[src/rtl/sdram_arb.sv]
// sdram_arb: two-client arbiter feeding the single-word command port of the
// SDRAM controller. Client 0 is display scan-out and client 1 is the
// rasterizer. The arbiter grants one request, holds the command on the
// controller port until the controller accepts it, waits for read data when
// the command is a read, and returns that data to the client that asked for it.
// Only one transaction is in flight at a time.
//
// Optional feature: define SDRAM_ARB_PRIO_EN to give client 0 fixed priority.
// This removes the round-robin pointer. When it is not defined, the arbiter
// uses round-robin.
//
// Ports:
//   clk_i, rst_i          clock and asynchronous active-high reset
//   cN_req_i / cN_we_i    client request valid and write (1) / read (0)
//   cN_addr_i / wdata_i   client word address and write data
//   cN_ready_o            one-cycle pulse when the request is granted
//   cN_rvalid_o / rdata_o one-cycle read-data pulse; the data is held
//                         until the next read for that client
//   mem_enabled_i         controller initialisation is complete
//   mem_data_ready_i      controller accepts a command this cycle
//   mem_addr_o            command address
//   mem_write_o           command write data
//   mem_r_valid_o         read command valid
//   mem_w_valid_o         write command valid
//   mem_r_valid_i         controller read data valid
//   mem_read_i            controller read data
//   timeout_o             sticky flag, set when a read is abandoned
module sdram_arb #(
   parameter int unsigned ADDR_WIDTH     = 24,
   parameter int unsigned BUS_WIDTH      = 16,
   parameter int unsigned RD_MASK_CYCLES = 4,
   parameter int unsigned RD_TIMEOUT     = 64
) (
   input  logic                  clk_i,
   input  logic                  rst_i,
   input  logic                  c0_req_i,
   input  logic                  c0_we_i,
   input  logic [ADDR_WIDTH-1:0] c0_addr_i,
   input  logic [BUS_WIDTH-1:0]  c0_wdata_i,
   output logic                  c0_ready_o,
   output logic                  c0_rvalid_o,
   output logic [BUS_WIDTH-1:0]  c0_rdata_o,
   input  logic                  c1_req_i,
   input  logic                  c1_we_i,
   input  logic [ADDR_WIDTH-1:0] c1_addr_i,
   input  logic [BUS_WIDTH-1:0]  c1_wdata_i,
   output logic                  c1_ready_o,
   output logic                  c1_rvalid_o,
   output logic [BUS_WIDTH-1:0]  c1_rdata_o,
   input  logic                  mem_enabled_i,
   input  logic                  mem_data_ready_i,
   output logic [ADDR_WIDTH-1:0] mem_addr_o,
   output logic                  mem_r_valid_o,
   output logic                  mem_w_valid_o,
   output logic [BUS_WIDTH-1:0]  mem_write_o,
   input  logic                  mem_r_valid_i,
   input  logic [BUS_WIDTH-1:0]  mem_read_i,
   output logic                  timeout_o
);

   localparam logic [7:0] LP_MASK = 8'(RD_MASK_CYCLES);
   localparam logic [7:0] LP_TOUT = 8'(RD_TIMEOUT);

   typedef enum logic [1:0] {
      S_IDLE,
      S_ISSUE,
      S_WAIT_RD
   } state_t;

   state_t                r_state;
   logic                  r_owner;   // 1 = client 1 owns the transaction
   logic                  r_we;
   logic [ADDR_WIDTH-1:0] r_addr;
   logic [BUS_WIDTH-1:0]  r_wdata;
   logic [7:0]            r_cnt;
   logic                  r_c0_ready;
   logic                  r_c1_ready;
   logic                  r_c0_rvalid;
   logic                  r_c1_rvalid;
   logic [BUS_WIDTH-1:0]  r_c0_rdata;
   logic [BUS_WIDTH-1:0]  r_c1_rdata;
   logic                  r_timeout;
`ifndef SDRAM_ARB_PRIO_EN
   logic                  r_rr;      // client that received the last grant
`endif

   logic       w_grant_valid;
   logic       w_grant_c1;
   logic [7:0] w_cnt_next;

   assign w_grant_valid = mem_enabled_i & (c0_req_i | c1_req_i);
`ifdef SDRAM_ARB_PRIO_EN
   assign w_grant_c1    = c1_req_i & ~c0_req_i;
`else
   // When both clients request, grant the client that does not hold the pointer.
   assign w_grant_c1    = c1_req_i & (~c0_req_i | ~r_rr);
`endif
   assign w_cnt_next    = r_cnt + 8'd1;

   always_ff @(posedge clk_i or posedge rst_i) begin
      if (rst_i) begin
         r_state     <= S_IDLE;
         r_owner     <= 1'b0;
         r_we        <= 1'b0;
         r_addr      <= '0;
         r_wdata     <= '0;
         r_cnt       <= '0;
         r_c0_ready  <= 1'b0;
         r_c1_ready  <= 1'b0;
         r_c0_rvalid <= 1'b0;
         r_c1_rvalid <= 1'b0;
         r_c0_rdata  <= '0;
         r_c1_rdata  <= '0;
         r_timeout   <= 1'b0;
`ifndef SDRAM_ARB_PRIO_EN
         r_rr        <= 1'b0;
`endif
      end else begin
         r_c0_ready  <= 1'b0;
         r_c1_ready  <= 1'b0;
         r_c0_rvalid <= 1'b0;
         r_c1_rvalid <= 1'b0;
         case (r_state)
            S_IDLE: begin
               if (w_grant_valid) begin
                  r_owner <= w_grant_c1;
                  r_we    <= w_grant_c1 ? c1_we_i    : c0_we_i;
                  r_addr  <= w_grant_c1 ? c1_addr_i  : c0_addr_i;
                  r_wdata <= w_grant_c1 ? c1_wdata_i : c0_wdata_i;
                  if (w_grant_c1) r_c1_ready <= 1'b1;
                  else            r_c0_ready <= 1'b1;
`ifndef SDRAM_ARB_PRIO_EN
                  r_rr    <= w_grant_c1;
`endif
                  r_state <= S_ISSUE;
               end
            end
            S_ISSUE: begin
               // The controller accepts the command on an edge where ready is
               // high. Leaving ISSUE on that edge drops the valids on the
               // next cycle, so the command is accepted only once.
               if (mem_data_ready_i) begin
                  if (r_we) begin
                     r_state <= S_IDLE;
                  end else begin
                     r_cnt   <= '0;
                     r_state <= S_WAIT_RD;
                  end
               end
            end
            S_WAIT_RD: begin
               r_cnt <= w_cnt_next;
               // During the first LP_MASK cycles, mem_r_valid_i may still be
               // high from the previous read, so it is ignored.
               if (mem_r_valid_i && (r_cnt >= LP_MASK)) begin
                  if (r_owner) begin
                     r_c1_rdata  <= mem_read_i;
                     r_c1_rvalid <= 1'b1;
                  end else begin
                     r_c0_rdata  <= mem_read_i;
                     r_c0_rvalid <= 1'b1;
                  end
                  r_state <= S_IDLE;
               end else if (w_cnt_next == LP_TOUT) begin
                  r_timeout <= 1'b1;
                  r_state   <= S_IDLE;
               end
            end
            default: r_state <= S_IDLE;
         endcase
      end
   end

   assign c0_ready_o    = r_c0_ready;
   assign c1_ready_o    = r_c1_ready;
   assign c0_rvalid_o   = r_c0_rvalid;
   assign c1_rvalid_o   = r_c1_rvalid;
   assign c0_rdata_o    = r_c0_rdata;
   assign c1_rdata_o    = r_c1_rdata;
   assign timeout_o     = r_timeout;
   assign mem_addr_o    = r_addr;
   assign mem_write_o   = r_wdata;
   assign mem_r_valid_o = (r_state == S_ISSUE) & ~r_we;
   assign mem_w_valid_o = (r_state == S_ISSUE) &  r_we;

endmodule

[config.mk]
export PLATFORM = sky130hd
export DESIGN_NAME = sdram_arb
export DESIGN_NICKNAME = d
export VERILOG_FILES = /design/src/rtl/sdram_arb.sv
export SDC_FILE = /design/constraint.sdc
export NUM_CORES = 1
export LEC_CHECK = 0
export ABC_CLOCK_PERIOD_IN_PS = 3000
export CORE_UTILIZATION = 49
export DETAILED_ROUTE_END_ITERATION = 8
export DONT_BUFFER_PORTS = 1
export GPL_ROUTABILITY_DRIVEN = 0
export GPL_TIMING_DRIVEN = 0
export MAX_ROUTING_LAYER = met4
export PLACE_DENSITY = 0.69
export SYNTH_ARGS = -nofsm -noshare
export SYNTH_HDL_FRONTEND = slang
export SYNTH_SLANG_ARGS = --single-unit
[constraint.sdc]
create_clock -name clk_i -period 3 [get_ports clk_i]
set_input_delay 0.3 -clock clk_i [delete_from_list [all_inputs] [get_ports clk_i]]
set_output_delay 0.3 -clock clk_i [all_outputs]
set_load 0.05 [all_outputs]
==> results.cfg <==
[run_status]
run_status = finished, final reports clean

[worst_setup_path]
max_stage_delay_ns = 0.53
start_kind = register
cp_max_fo = 10
worstPathArrival_ns = 2.39
critPathCaptureType = register
path_delay_family = simple AND/OR/NAND/NOR gates
cp_slowest_cell = or4_4
path_buf_inv = 2
worstSetupPathType = register to register
cp.required_ns = 3.24
worstPathCellList = buf_6, or4_4, o31a_2, nand3_4, buf_12, mux2_4

[yosys]
synth_most_common_cell = dfrtp_1
synth.area.mux_share_pct = 21.39
ys.flop_type = dfrtp_1
synthAdderAreaFrac_pct = 0.9219
synth_area_sq_um = 4071
synth-simple-area-share_pct = 9.312
synth_xor_area_share_pct = 0.4302
seq_area_frac_synth_pct = 54.70
ys_ff_latch = 89
avgSynthCellArea_sq_um = 11.73
synth_edf_count = 0
ys_async_sr_fraction_pct = 100.0
syn_inst = 347
yosysUniqueCellTypes = 37
synth_common_cells = dfrtp_1 (89), o21ai_0 (56), nand2_1 (49)
synth_compound_gate_area_share_pct = 9.588
yosys.area.top_type_share_pct = 54.70
synth_top_family_by_area = multiplexers
ys_top_cells_by_area = dfrtp_1 (55%), mux2i_1 (10%), o21ai_0 (6.9%)
synth_top_cell_by_area = dfrtp_1
syn_nets = 455
synth-warning-count = 0

[place]
dpl_worst_slack_ns = 0.8565
dp.final_hpwl_um = 6551
dp.cells = 450
io_buffers = 0

[grt]
grt.total_usage_pct = 21.41
grt_pass1_vias = 2730
grt_pass1_wl_um = 13900
grt_max_degree = 51
antenna_found_initial = 0
grt-ovfl-total = 0

[sta]
rsz0062_at_grt = no
clock_skew_ns = 0.01342
slew_viol_final = 0
timing.slew.headroom_pct = 41.33
final-setup-viol-count = 0
worst_slack_ns = 0.8439
finalHoldViolations = 0
finalCritPeriodShare_pct = 71.87
timing.fmax_mhz = 463.8
finalCriticalPeriod_ns = 2.156
fin_setup_tns_ns = 0
worst_pin_slew_ns = 0.8762

[floorplan]
placementRows = 32
fp.dieH_um = 93.16
initial_core_util_pct = 51.62
die_width_um = 93.16
core_region_area_sq_um = 7888
dieArea_sq_um = 8678
pin_count = 184

[worst_hold_path]
hp-class = input pin to register

[power]
leakagePower_uw = 0.002112
power_density_nw_per_um2 = 1270
peakVddDrop_mv = 0.5832

[drt]
final_antenna_net_count = 0
route.vias.total = 2663
wl_um = 8803
post-route-drc-count = 0
first_pass_iters = 6
viasPerCell = 5.702
wl_per_cell_um = 18.85
drtIter0Drc = 62

[cts]
cts_buffers = 9
cts_root_buffer = clkbuf_8
cts_tree = yes
cts.sinks = 89
clkLatencyLatePin_ns = 0.35
ctsResizeCount = 0
h-tree-depth = 3
clk_path_buf_depth = 2
clk_pin_slew_ns = 0.10

[flow_run]
drv_cap = 0

[layout]
fin_cells = 467
layout.nets = 468
drive_above_1_share_pct = 18.36
diodes = 0
syn_to_final_growth_pct = 9.312
[cell families after synthesis]
| group | after synthesis |
|---|---|
| flip-flops | 89 |
| AND/OR/NAND/NOR | 78 |
| multiplexers | 76 |
| AO/OA/AOI/OAI | 69 |
| buffers and inverters | 30 |
| adder cells (fa/ha/maj) | 3 |
| XOR/XNOR | 2 |
[final timing paths]
path,start,to,slack [ns],cells past startpoint
max in group asynchronous,rst_i,mem_addr_o[9]$_DFFE_PP0P_,1.92,3
worst min-delay path,mem_read_i[4],c1_rdata_o[4]$_DFFE_PP0P_,0.09,1
worst max-delay path,r_cnt[4]$_DFFE_PP0P_,c1_rdata_o[0]$_DFFE_PP0P_,0.84,6
min in group asynchronous,rst_i,c1_rdata_o[0]$_DFFE_PP0P_,0.46,2
worst max register to register,r_cnt[4]$_DFFE_PP0P_,c1_rdata_o[0]$_DFFE_PP0P_,0.84,6
worst min register to register,r_state[1]$_DFFE_PP0P_,r_state[0]$_DFFE_PP0P_,0.56,1
[routing by layer]
metal  vias up  GRT usage (%)  share of wire [%]
li1       1234              -                  -
met1      1285          26.04                 41
met2       134          34.62                 49
met3        10          6.341                8.9
met4         0          6.410                1.2
met5         -              -                  0
[power by group]
group,switching (uW),internal [uW]
logic,556,517
registers,2050,1670
clock network,459,400
total,3060,2590
[sequential cells by signal, summed over array words and instances, names as in the netlist, 2 cells and up]
signal and flops:
mem_addr_o 24, c1_rdata_o 16, mem_write_o 16, r_cnt 8, c0_rdata_o 16, r_state 2
[cell usage in the layout, fill, tap and decap left out, types with 2 or more instances in the layout]
master / count
nor2_1: 7
a21oi_1: 2
clkinvlp_4: 2
o31a_2: 2
buf_6: 2
clkbuf_1: 18
clkbuf_8: 9
mux2_4: 18
or3_1: 2
a31oi_1: 4
inv_6: 3
mux2_2: 16
nand2_1: 49
buf_2: 4
inv_1: 3
dfrtp_1: 89
mux2i_1: 42
nand4_1: 6
ha_1: 3
nor2b_1: 3
nor4bb_1: 2
o21ai_0: 56
[metrics by stage]
stage | total power (uW) | hold WS (ns) | cell area (sq um) | util, %
2_1_floorplan | 4505 | 0.4480 | 4071 | -
3_3_place_gp | 4758 | 0.4486 | 4199 | 53.24
3_5_place_dp | 4844 | 0.2451 | 4234 | 53.68
4_1_cts | 5704 | 0.06978 | 4451 | 56.42
5_1_grt | 5940 | 0.06615 | 4451 | 56.42
6_report | 5651 | 0.08533 | 4451 | 56.42
[layout make-up]
cell class / instances / area [sq um]
clock inverters: 7 / 82.58
well taps: 102 / 127.6
plain buffers: 26 / 133.9
flip-flops and latches: 89 / 2227
multi-input cells: 228 / 1700
clock buffers: 9 / 123.9
inverters: 4 / 17.52
repair buffers: 2 / 37.54
fillers: 682 / 3437
[repair_timing]
item / 4_1_cts / 5_1_grt
buffers inserted: 0 / 0
hold buffers: 1 / 0
endpoints found under the hold margin: 39 / 0
Note: power is estimated with default switching activity, not from simulation.
